<file path="config.mk">
export PLATFORM = sky130hd
export DESIGN_NAME = ipv4_decode_flat
export DESIGN_NICKNAME = d
export VERILOG_FILES = /design/src/rtl/ipv4_decode_if.sv /design/src/rtl/ipv4_decode.sv /design/src/flat_wrapper.sv
export SDC_FILE = /design/constraint.sdc
export NUM_CORES = 1
export LEC_CHECK = 0
export BUFFER_PORTS_ARGS = -buffer_cell sky130_fd_sc_hd__buf_2
export CAP_MARGIN = 20
export CORE_MARGIN = 2
export CORE_UTILIZATION = 60
export DETAILED_ROUTE_END_ITERATION = 12
export PLACE_DENSITY_LB_ADDON = 0.2
export SETUP_SLACK_MARGIN = 0.05
export SLEW_MARGIN = 20
export SYNTH_ARGS = -nofsm -noshare
export SYNTH_HDL_FRONTEND = slang
export SYNTH_SLANG_ARGS = --single-unit
</file>
<file path="constraint.sdc">
create_clock -name clk -period 14.2 [get_ports clk]
set_clock_uncertainty 0.1 [all_clocks]
set_input_delay 1.42 -clock clk [delete_from_list [all_inputs] [get_ports clk]]
set_output_delay 1.42 -clock clk [all_outputs]
set_load 0.01 [all_outputs]
</file>
<file path="src/rtl/ipv4_decode_if.sv">
// Byte-stream input and decoded-header/payload outputs of the IPv4 receive parser.
interface ipv4_decode_if;
  logic        valid;
  logic [7:0]  din;
  logic [31:0] src_ip;
  logic [31:0] dst_ip;
  logic [7:0]  protocol;
  logic [15:0] payload_len;
  logic        hdr_done;
  logic [7:0]  dout;
  logic        dout_valid;
  logic        done;
  logic        err;
  logic        busy;

  modport master (
    output valid, din,
    input  src_ip, dst_ip, protocol, payload_len, hdr_done,
    input  dout, dout_valid, done, err, busy
  );

  modport slave (
    input  valid, din,
    output src_ip, dst_ip, protocol, payload_len, hdr_done,
    output dout, dout_valid, done, err, busy
  );
endinterface

</file>
<file path="src/rtl/ipv4_decode.sv">
// IPv4 header parser: validates the header, latches fields, streams the payload.
// Optional header checksum verification is enabled by defining IPV4_CHECKSUM_EN.
module ipv4_decode #(
  parameter logic [31:0] IP_ADDR      = 32'h69696969,
  parameter bit          ACCEPT_BCAST = 1'b1
) (
  input logic          clk,
  input logic          rst,
  ipv4_decode_if.slave bus
);
  typedef enum logic [2:0] {IDLE, HDR, OPT, PAYLOAD, DRAIN, DROP} state_t;

  state_t      state_reg;
  logic [5:0]  cnt_reg;
  logic [3:0]  ihl_reg;
  logic [15:0] total_len_reg;
  logic [13:0] frag_reg;       // MF flag and fragment offset; DF and reserved bit are irrelevant
  logic [7:0]  proto_reg;
  logic [31:0] src_reg;
  logic [31:0] dst_reg;
  logic [15:0] remain_reg;

  logic [31:0] src_ip_reg;
  logic [31:0] dst_ip_reg;
  logic [7:0]  protocol_reg;
  logic [15:0] payload_len_reg;
  logic        hdr_done_reg;
  logic [7:0]  dout_reg;
  logic        dout_valid_reg;
  logic        done_reg;
  logic        err_reg;
  logic        busy_reg;

  logic [5:0]  hdr_len;
  logic [31:0] dst_final;
  logic [15:0] pay_len;
  logic        last_hdr;
  logic        hdr_ok;
  logic        cks_ok;

  assign hdr_len = {ihl_reg, 2'b00};

  always_comb begin
    // At byte 19 the low dst byte is still on din; later it is fully registered.
    dst_final = (state_reg == HDR) ? {dst_reg[23:0], bus.din} : dst_reg;
    pay_len   = total_len_reg - {10'd0, hdr_len};
    last_hdr  = bus.valid &&
                (((state_reg == HDR) && (cnt_reg == 6'd19) && (ihl_reg <= 4'd5)) ||
                 ((state_reg == OPT) && (cnt_reg == hdr_len - 6'd1)));
    hdr_ok    = (ihl_reg >= 4'd5) &&
                (total_len_reg >= {10'd0, hdr_len}) &&
                (frag_reg == 14'd0) &&
                ((dst_final == IP_ADDR) || (ACCEPT_BCAST && (dst_final == 32'hFFFF_FFFF))) &&
                cks_ok;
  end

`ifdef IPV4_CHECKSUM_EN
  logic [7:0]  cks_hi_reg;
  logic [15:0] cks_acc_reg;
  logic [15:0] cks_word_sum;

  function automatic logic [15:0] ones_add(input logic [15:0] a, input logic [15:0] b);
    logic [16:0] s;
    s = {1'b0, a} + {1'b0, b};
    return s[15:0] + {15'd0, s[16]};
  endfunction

  assign cks_word_sum = ones_add(cks_acc_reg, {cks_hi_reg, bus.din});
  assign cks_ok       = (cks_word_sum == 16'hFFFF);

  // Even header bytes are the high half of a word, odd bytes complete it.
  always_ff @(posedge clk or posedge rst) begin
    if (rst) begin
      cks_hi_reg  <= 8'd0;
      cks_acc_reg <= 16'd0;
    end else if (state_reg == IDLE) begin
      if (bus.valid) begin
        cks_hi_reg  <= bus.din;
        cks_acc_reg <= 16'd0;
      end
    end else if (((state_reg == HDR) || (state_reg == OPT)) && bus.valid) begin
      if (!cnt_reg[0]) cks_hi_reg  <= bus.din;
      else             cks_acc_reg <= cks_word_sum;
    end
  end
`else
  assign cks_ok = 1'b1;
`endif

  always_ff @(posedge clk or posedge rst) begin
    if (rst) begin
      state_reg       <= IDLE;
      cnt_reg         <= 6'd0;
      ihl_reg         <= 4'd0;
      total_len_reg   <= 16'd0;
      frag_reg        <= 14'd0;
      proto_reg       <= 8'd0;
      src_reg         <= 32'd0;
      dst_reg         <= 32'd0;
      remain_reg      <= 16'd0;
      src_ip_reg      <= 32'd0;
      dst_ip_reg      <= 32'd0;
      protocol_reg    <= 8'd0;
      payload_len_reg <= 16'd0;
      hdr_done_reg    <= 1'b0;
      dout_reg        <= 8'd0;
      dout_valid_reg  <= 1'b0;
      done_reg        <= 1'b0;
      err_reg         <= 1'b0;
      busy_reg        <= 1'b0;
    end else begin
      hdr_done_reg   <= 1'b0;
      dout_valid_reg <= 1'b0;
      done_reg       <= 1'b0;
      err_reg        <= 1'b0;

      case (state_reg)
        IDLE: begin
          if (bus.valid) begin
            cnt_reg         <= 6'd1;
            ihl_reg         <= bus.din[3:0];
            busy_reg        <= 1'b1;
            src_ip_reg      <= 32'd0;
            dst_ip_reg      <= 32'd0;
            protocol_reg    <= 8'd0;
            payload_len_reg <= 16'd0;
            if (bus.din[7:4] != 4'd4) begin
              err_reg   <= 1'b1;
              state_reg <= DROP;
            end else begin
              state_reg <= HDR;
            end
          end
        end
        HDR: begin
          if (!bus.valid) begin
            err_reg   <= 1'b1;
            busy_reg  <= 1'b0;
            state_reg <= IDLE;
          end else begin
            cnt_reg <= cnt_reg + 6'd1;
            case (cnt_reg)
              6'd2:  total_len_reg[15:8] <= bus.din;
              6'd3:  total_len_reg[7:0]  <= bus.din;
              6'd6:  frag_reg[13:8]      <= bus.din[5:0];
              6'd7:  frag_reg[7:0]       <= bus.din;
              6'd9:  proto_reg           <= bus.din;
              6'd12, 6'd13, 6'd14, 6'd15: src_reg <= {src_reg[23:0], bus.din};
              6'd16, 6'd17, 6'd18, 6'd19: dst_reg <= {dst_reg[23:0], bus.din};
              default: ;
            endcase
            if ((cnt_reg == 6'd19) && (ihl_reg > 4'd5)) state_reg <= OPT;
          end
        end
        OPT: begin
          if (!bus.valid) begin
            err_reg   <= 1'b1;
            busy_reg  <= 1'b0;
            state_reg <= IDLE;
          end else begin
            cnt_reg <= cnt_reg + 6'd1;
          end
        end
        PAYLOAD: begin
          if (!bus.valid) begin
            err_reg   <= 1'b1;
            busy_reg  <= 1'b0;
            state_reg <= IDLE;
          end else begin
            dout_reg       <= bus.din;
            dout_valid_reg <= 1'b1;
            remain_reg     <= remain_reg - 16'd1;
            if (remain_reg == 16'd1) begin
              done_reg  <= 1'b1;
              state_reg <= DRAIN;
            end
          end
        end
        DRAIN, DROP: begin
          if (!bus.valid) begin
            busy_reg  <= 1'b0;
            state_reg <= IDLE;
          end
        end
        default: state_reg <= IDLE;
      endcase

      // Final header byte: all checks resolve together, overriding the per-state update.
      if (last_hdr) begin
        if (hdr_ok) begin
          hdr_done_reg    <= 1'b1;
          src_ip_reg      <= src_reg;
          dst_ip_reg      <= dst_final;
          protocol_reg    <= proto_reg;
          payload_len_reg <= pay_len;
          remain_reg      <= pay_len;
          if (pay_len == 16'd0) begin
            done_reg  <= 1'b1;
            state_reg <= DRAIN;
          end else begin
            state_reg <= PAYLOAD;
          end
        end else begin
          err_reg   <= 1'b1;
          state_reg <= DROP;
        end
      end
    end
  end

  assign bus.src_ip      = src_ip_reg;
  assign bus.dst_ip      = dst_ip_reg;
  assign bus.protocol    = protocol_reg;
  assign bus.payload_len = payload_len_reg;
  assign bus.hdr_done    = hdr_done_reg;
  assign bus.dout        = dout_reg;
  assign bus.dout_valid  = dout_valid_reg;
  assign bus.done        = done_reg;
  assign bus.err         = err_reg;
  assign bus.busy        = busy_reg;
endmodule

</file>
<file path="src/flat_wrapper.sv">
// flat-port wrapper written by rule: the top's interface ports become plain ports
module ipv4_decode_flat 
#(
  parameter logic [31:0] IP_ADDR      = 32'h69696969,
  parameter bit          ACCEPT_BCAST = 1'b1
)
  (clk, rst, bus_valid, bus_din, bus_src_ip, bus_dst_ip, bus_protocol, bus_payload_len, bus_hdr_done, bus_dout, bus_dout_valid, bus_done, bus_err, bus_busy);
  ipv4_decode_if bus_i ();
  input logic clk;
  input logic rst;
  input wire logic [$bits(bus_i.valid)-1:0] bus_valid;
  input wire logic [$bits(bus_i.din)-1:0] bus_din;
  output wire logic [$bits(bus_i.src_ip)-1:0] bus_src_ip;
  output wire logic [$bits(bus_i.dst_ip)-1:0] bus_dst_ip;
  output wire logic [$bits(bus_i.protocol)-1:0] bus_protocol;
  output wire logic [$bits(bus_i.payload_len)-1:0] bus_payload_len;
  output wire logic [$bits(bus_i.hdr_done)-1:0] bus_hdr_done;
  output wire logic [$bits(bus_i.dout)-1:0] bus_dout;
  output wire logic [$bits(bus_i.dout_valid)-1:0] bus_dout_valid;
  output wire logic [$bits(bus_i.done)-1:0] bus_done;
  output wire logic [$bits(bus_i.err)-1:0] bus_err;
  output wire logic [$bits(bus_i.busy)-1:0] bus_busy;
  assign bus_i.valid = bus_valid;
  assign bus_i.din = bus_din;
  assign bus_src_ip = bus_i.src_ip;
  assign bus_dst_ip = bus_i.dst_ip;
  assign bus_protocol = bus_i.protocol;
  assign bus_payload_len = bus_i.payload_len;
  assign bus_hdr_done = bus_i.hdr_done;
  assign bus_dout = bus_i.dout;
  assign bus_dout_valid = bus_i.dout_valid;
  assign bus_done = bus_i.done;
  assign bus_err = bus_i.err;
  assign bus_busy = bus_i.busy;
  ipv4_decode #(.IP_ADDR(IP_ADDR), .ACCEPT_BCAST(ACCEPT_BCAST)) u_core (.clk(clk), .rst(rst), .bus(bus_i));
endmodule
</file>
==> flow_metrics.tcl, run 1 <==
set metrics [dict create \
    outcome "finished clean" \
    num_antenna_cells 0 \
    setup_violations 0 \
    crit_family "simple AND/OR/NAND/NOR gates" \
    vias 6885 \
    avgSynthCellArea_um2 11.3 \
    start_util 0.615 \
    syn_to_final_growth_pct 14.8 \
    rsz0062_at_grt "false" \
    cts_setup_buffers 0 \
    critPathLaunchType "flip-flop" \
    yosys.area_share.simple 0.130 \
    p_seq_frac 0.410 \
    grt_pass1_vias 6951 \
    clkLatencyLatePin_ns 0.52 \
    ff2ff_path_depth 7 \
    synth_compound_area_frac 0.0522 \
    clockRootBuffer "clkbuf_16" \
    path_class "reg2reg" \
    routed_via_density 5.57 \
    synth-seq-cells 232 \
    cp_data_arrival_time_ns 4.72 \
    crit_slowest_cell "nor3b_2" \
    globalRoute.totalOverflow 0 \
    endpoint "u_core.remain_reg[1]" \
    clk_pin_slew_ns 0.06 \
    worst_slew_pin_slew_ns 1.11 \
    drive_above_1_share 0.251 \
    synth_edf_count 0 \
    p_comb_frac 0.257 \
    first_pass_iters 4 \
    hold_path.class "reg2reg" \
    path_common_cell "mux2_1" \
    ios 112 \
    htreeDepth 1 \
    wire_per_inst_um 17.0 \
    ys.warnings.count 0 \
    synth_top_family_by_area "multiplexers" \
    synth_xor_xnor_area_share 0.0308 \
    syn_nets 935 \
    critPathCaptureType "flip-flop" \
    ys_types 54 \
    layout.cells.non_filler 1236 \
    register_area_um2 5810 \
    slew_headroom 0.263 \
    slew_violations 0 \
    period_needed_ns 4.42 \
    async_reset_ff_frac 1.00 \
    antenna_found_initial 0 \
    layout.nets 1025 \
    dieArea_um2 18100 \
    irDropWorstVdd_v 0.000107 \
    clock-sinks 232 \
    r2r-end "u_core.remain_reg[1]" \
    crit-reg2reg-launch "u_core.state_reg[1]" \
    maxCapViolCount 0 \
    fin_crit_sh 0.311 \
    fillers 1198 \
    hpwl_um 13500 \
    p_switching_mw 0.640 \
    crit_fanout 69 \
    place_inst 1192 \
    grt_pass1_wl_um 35300 \
    startpoint "u_core.state_reg[1]" \
    die_w_um 135 \
    max_freq_mhz 226 \
    cts_resized 0 \
    synth-seq-area-share 0.567 \
    slowest_delay_ns 0.69 \
    synth_mux_area_frac 0.155 \
    finalHoldViolations 0 \
    cts_max_path_buffers 3 \
    core_um2 16600 \
    worst-path-buf-inv 1 \
    synth-main-ff-cell "dfrtp_1" \
    synth_fa_ha_area_frac 0.0203 \
    power_leakage_nw 6.34 \
    fin_tns_setup_ns 0 \
    sw_frac_of_total 0.325 \
    drt-initial-drc-count 483 \
    worstSetupPathDepth 7 \
    required_ns 14.50 \
    fp.dieH_um 135 \
    p_int_mw 1.33 \
    multiInputGateArea_um2 3990 \
    row_count 47 \
    port_buffers 111 \
    path_cells "nor3b_2 > mux2_1 > or4_1 > a311o_1 > or3b_4 > buf_4 > mux2_1" \
    place_congestion 0.895 \
    holdBufCountCts 0 \
    r2r_slack_ns 9.78 \
    totalWireLength_um 21000 \
    grt_usage 0.240 \
    min_from "u_core.bus.dst_ip[13]" \
    synthCells 908 \
    synth_area_um2 10200 \
    power_density_nw_per_um2 168 \
    power_frac_clock 0.333 \
    drc 0 \
    grt_max_degree 151 \
    numCtsBuffers 24 \
    tritoncts "built" \
    antenna_left 0 \
]
==> layout by cell type, fill, tap and decap left out, drive strengths merged, types with 2 or more instances in the layout <==
| master | instances |
|---|---|
| a31o | 16 |
| mux2i | 75 |
| dfrtp | 232 |
| buf | 116 |
| nand3 | 10 |
| ha | 15 |
| or2 | 2 |
| o21ai | 43 |
| clkbuf | 35 |
| bufinv | 3 |
| nor4 | 12 |
| nand2 | 162 |
| o22a | 3 |
| a21oi | 5 |
| nor2 | 25 |
| inv | 58 |
| and2 | 3 |
| xnor2 | 21 |
| mux2 | 74 |
| a2bb2oi | 2 |
| or4b | 3 |
| or4 | 8 |
| o41ai | 2 |
| and3 | 5 |
| or3 | 4 |
| nor3 | 12 |
| nor4b | 5 |
| nand2b | 5 |
| nand4 | 14 |
| clkinv | 6 |
| xor2 | 15 |
| nor3b | 6 |
==> tightest hold or removal path, delay by kind of cell (launching register included) <==
kind	cells	cell delay, ns
DFF	1	0.33
and+or+nand+nor	2	0.10
==> layer usage <==
metal  vias up  part of all wire  global-route usage  routed length [um]
met5         -                 0                   0                   0
met4         0             0.024              0.0749                 494
met3        39             0.043              0.0345                 900
met2       138              0.48               0.390               10100
met1      3435              0.46               0.340                9560
li1       3273                 -                   -                   -
==> how the worst min path moves through the flow <==
stage | to | cells after the start
after global routing | u_core.bus.dst_ip[3] | 2
after CTS | u_core.bus.dst_ip[13] | 2
after global placement | u_core.bus.dst_ip[3] | 2
after detailed placement | u_core.bus.dst_ip[27] | 2
after floorplan | u_core.proto_reg[6] | 2
final | u_core.bus.dst_ip[13] | 2
==> power by group through the flow <==
stage	combinational [mW]	clock [mW]	sequential (mW)
after floorplan	0.382	0	0.795
after global placement	0.494	0	0.814
after detailed placement	0.502	0	0.816
after CTS	0.506	0.670	0.806
after global routing	0.565	0.699	0.816
final	0.507	0.657	0.808
==> metrics by stage <==
| stage | cell area (um2) | setup WS [ns] | hold WS [ns] | util | power, mW |
|---|---|---|---|---|---|
| after floorplan | 10200 | 6.32 | 0.350 | - | 1.18 |
| after CTS | 11700 | 9.80 | 0.373 | 0.706 | 1.98 |
| after global placement | 10900 | 9.41 | 0.354 | 0.655 | 1.31 |
| after global routing | 11800 | 9.61 | 0.385 | 0.706 | 2.08 |
| final | 11800 | 9.78 | 0.369 | 0.706 | 1.97 |
| after detailed placement | 10900 | 9.35 | 0.358 | 0.655 | 1.32 |
==> area by class of cell <==
| class | instances | share of cell area |
|---|---|---|
| Clock inverter | 9 | 0.0117 |
| Tap cell | 220 | 0.0234 |
| Clock buffer | 35 | 0.0606 |
| Multi-Input combinational cell | 565 | 0.340 |
| Sequential cell | 232 | 0.494 |
| Inverter | 59 | 0.0199 |
| Timing Repair Buffer | 116 | 0.0508 |
==> cells in the mapped netlist, types with 3 or more instances <==
cell type | n | share of area
a21oi_1 | 5 | 0.0024
a31o_2 | 16 | 0.014
and2_1 | 3 | 0.0018
and3_1 | 5 | 0.0031
buf_2 | 10 | 0.0049
buf_6 | 3 | 0.0033
clkbuf_1 | 37 | 0.014
dfrtp_1 | 232 | 0.57
ha_1 | 15 | 0.018
inv_1 | 59 | 0.022
mux2_2 | 72 | 0.079
mux2i_1 | 75 | 0.073
nand2_1 | 162 | 0.059
nand2b_1 | 5 | 0.0031
nand3_1 | 10 | 0.0049
nand4_1 | 14 | 0.0086
nor2_1 | 25 | 0.0092
nor3_1 | 12 | 0.0059
nor3b_1 | 5 | 0.0037
nor4_1 | 12 | 0.0073
nor4b_1 | 4 | 0.0034
o21ai_0 | 42 | 0.021
o22a_1 | 3 | 0.0026
or3_1 | 4 | 0.0024
or4_1 | 8 | 0.0059
or4b_2 | 3 | 0.0029
xnor2_1 | 21 | 0.018
xor2_1 | 15 | 0.013
==> kinds of logic (layout without fill, tap and decap cells) <==
kind of cell	Yosys count	in the layout
flip-flops	232	232
AND/OR/NAND/NOR	282	282
AO/OA/AOI/OAI	82	82
buffers and inverters	111	219
adder cells (fa/ha/maj)	16	16
XOR/XNOR	36	36
multiplexers	149	149
(Power assumes the default switching activity.)
==> run 2: changes to the inputs <==
--- a/config.mk
+++ b/config.mk
@@ -5,10 +5,11 @@
 export SDC_FILE = /design/constraint.sdc
 export NUM_CORES = 1
 export LEC_CHECK = 0
+export ABC_AREA = 1
 export BUFFER_PORTS_ARGS = -buffer_cell sky130_fd_sc_hd__buf_2
 export CAP_MARGIN = 20
 export CORE_MARGIN = 2
-export CORE_UTILIZATION = 60
+export CORE_UTILIZATION = 53
 export DETAILED_ROUTE_END_ITERATION = 12
 export PLACE_DENSITY_LB_ADDON = 0.2
 export SETUP_SLACK_MARGIN = 0.05
==> constraint.sdc (replaced) <==
create_clock -name clk -period 3.57 [get_ports clk]
set_clock_uncertainty 0.1 [all_clocks]
set_input_delay 0.357 -clock clk [delete_from_list [all_inputs] [get_ports clk]]
set_output_delay 0.357 -clock clk [all_outputs]
set_load 0.01 [all_outputs]
==> flow_metrics.tcl, run 2 <==
set metrics [dict create \
    outcome "finished clean" \
    synthTopCellsByArea "dfrtp_1 (54%), nand2_1 (15%), o21ai_0 (8.3%)" \
    drt-initial-drc-count 723 \
    fp.dieH_um 147 \
    cts_setup_buffers 0 \
    cp_data_arrival_time_ns 3.44 \
    core_um2 20200 \
    hold_path.class "in2reg" \
    startpoint "u_core.ihl_reg[3]" \
    path_class "reg2reg" \
    routed_via_density 5.23 \
    max_freq_mhz 320 \
    synth-seq-area-share 0.536 \
    syn_to_final_growth_pct 15.4 \
    die_w_um 147 \
    yosysMostFrequentCell "nand2_1" \
    first_pass_iters 7 \
    setup_violations 0 \
    wire_per_inst_um 15.3 \
    min_from "bus_din[2]" \
    grt_max_degree 126 \
    place_congestion 0.874 \
    antenna_found_initial 0 \
    multiInputGateArea_um2 4240 \
    drc 0 \
    vias 9082 \
    synthCells 1357 \
    ys_types 31 \
    maxCapViolCount 0 \
    row_count 52 \
    numCtsBuffers 25 \
    drive_above_1_share 0.120 \
    syn_nets 1384 \
    grt_pass1_wl_um 44000 \
    ios 112 \
    hold_slack_ns 0.0667 \
    cts_max_path_buffers 3 \
    layout.nets 1478 \
    period_needed_ns 3.12 \
    rsz0062_at_grt "false" \
    clkLatencyLatePin_ns 0.52 \
    cts_resized 0 \
    yosysTopAreaCell "dfrtp_1" \
    crit_fanout 125 \
    irDropWorstVdd_v 0.000379 \
    final_common_cell "nand2_1" \
    fin_crit_sh 0.875 \
    fin_tns_setup_ns 0 \
    hpwl_um 18000 \
    dieArea_um2 21600 \
    final_util 0.620 \
    avgSynthCellArea_um2 7.98 \
    required_ns 3.88 \
    grt_pass1_vias 8491 \
    synth_common_cells "nand2_1 (419), dfrtp_1 (232), o21ai_0 (180), nand3_1 (144), inv_1 (139)" \
    synth-seq-cells 232 \
    final_area_um2 12500 \
    slew_violations 0 \
    r2r_slack_ns 0.45 \
    grt_usage 0.251 \
    clk_pin_slew_ns 0.06 \
    port_buffers 111 \
    synth_top_area_frac 0.536 \
    synth-main-ff-cell "dfrtp_1" \
    post_dp_cell_area_um2 11700 \
    worst_slew_pin_slew_ns 0.684 \
    register_area_um2 5810 \
    finalHoldViolations 0 \
    totalWireLength_um 26700 \
    crit-reg2reg-launch "u_core.ihl_reg[3]" \
    power_density_nw_per_um2 685 \
    fillers 1811 \
    holdBufCountCts 3 \
    critPathCaptureType "flip-flop" \
    synth_edf_count 0 \
    start_util 0.537 \
    antenna_left 0 \
    clock-sinks 232 \
    clockRootBuffer "clkbuf_16" \
    critPathLaunchType "flip-flop" \
    num_antenna_cells 0 \
    mostFrequentLayoutCells "nand2_1 (419), dfrtp_1 (232), o21ai_0 (180)" \
    htreeDepth 1 \
    p_total_mw 8.56 \
    tritoncts "built" \
    globalRoute.totalOverflow 0 \
    power_leakage_nw 6.61 \
    ys.warnings.count 0 \
    slew_headroom 0.544 \
    async_reset_ff_frac 1.00 \
    synth_area_um2 10800 \
]
## run 2: where the power goes
group	internal (mW)	total, mW	switching, mW
Combinational	0.895	2.81	1.92
Clock	1.54	2.57	1.04
Sequential	2.92	3.18	0.258
Total	5.35	8.56	3.21
## run 2: cell type report
type | count | area share
tap | 270 | 0.0270
inverter | 140 | 0.0423
multi-input combinational | 922 | 0.339
clock buffer | 36 | 0.0574
timing repair buffer | 130 | 0.0615
sequential | 232 | 0.465
clock inverter | 8 | 0.00801
## run 2: per-layer routing
layer,up-vias,part of all wire,global-route usage
li1,4511,-,-
met1,4279,0.47,0.368
met2,254,0.46,0.404
met3,38,0.054,0.0317
met4,0,0.018,0.0558
met5,-,0,0
## run 2: kinds of logic after synthesis
kind of cell             synth area share
AND/OR/NAND/NOR                     0.260
flip-flops                          0.536
AO/OA/AOI/OAI                      0.0963
buffers and inverters              0.0741
XOR/XNOR                           0.0146
adder cells (fa/ha/maj)            0.0192
## run 2: path summary, 6_finish.rpt
kind                                              to  depth (start not counted)
hold / removal                     u_core.ihl_reg[2]                          3
setup reg to reg           u_core.bus.payload_len[9]                         14
min in group asynchronous      u_core.bus.dst_ip[11]                          4
max in group asynchronous         u_core.dst_reg[10]                          4
setup / recovery           u_core.bus.payload_len[9]                         14
hold reg to reg               u_core.bus.protocol[7]                          2
## run 2: stage by stage
stage / instances / setup slack (ns)
6_report: 1738 / 0.447
4_1_cts: 1738 / 0.426
5_1_grt: 1738 / 0.154
2_1_floorplan: 1357 / 0.0771
3_5_place_dp: 1691 / 0.435
3_3_place_gp: 1691 / 0.514
## run 2: critical path: stages (launching register included)
cell and delay [ns]:
dfrtp_1 0.39, inv_1 0.14, ha_1 0.29, or2_2 0.31, nand2_1 0.18, nand3_1 0.14
nor2_1 0.18, nor2_1 0.08, nand2_1 0.08, nor2_2 0.05, nand3_4 0.25, buf_12 0.41
o21ai_0 0.17, nand2_1 0.10, inv_1 0.05
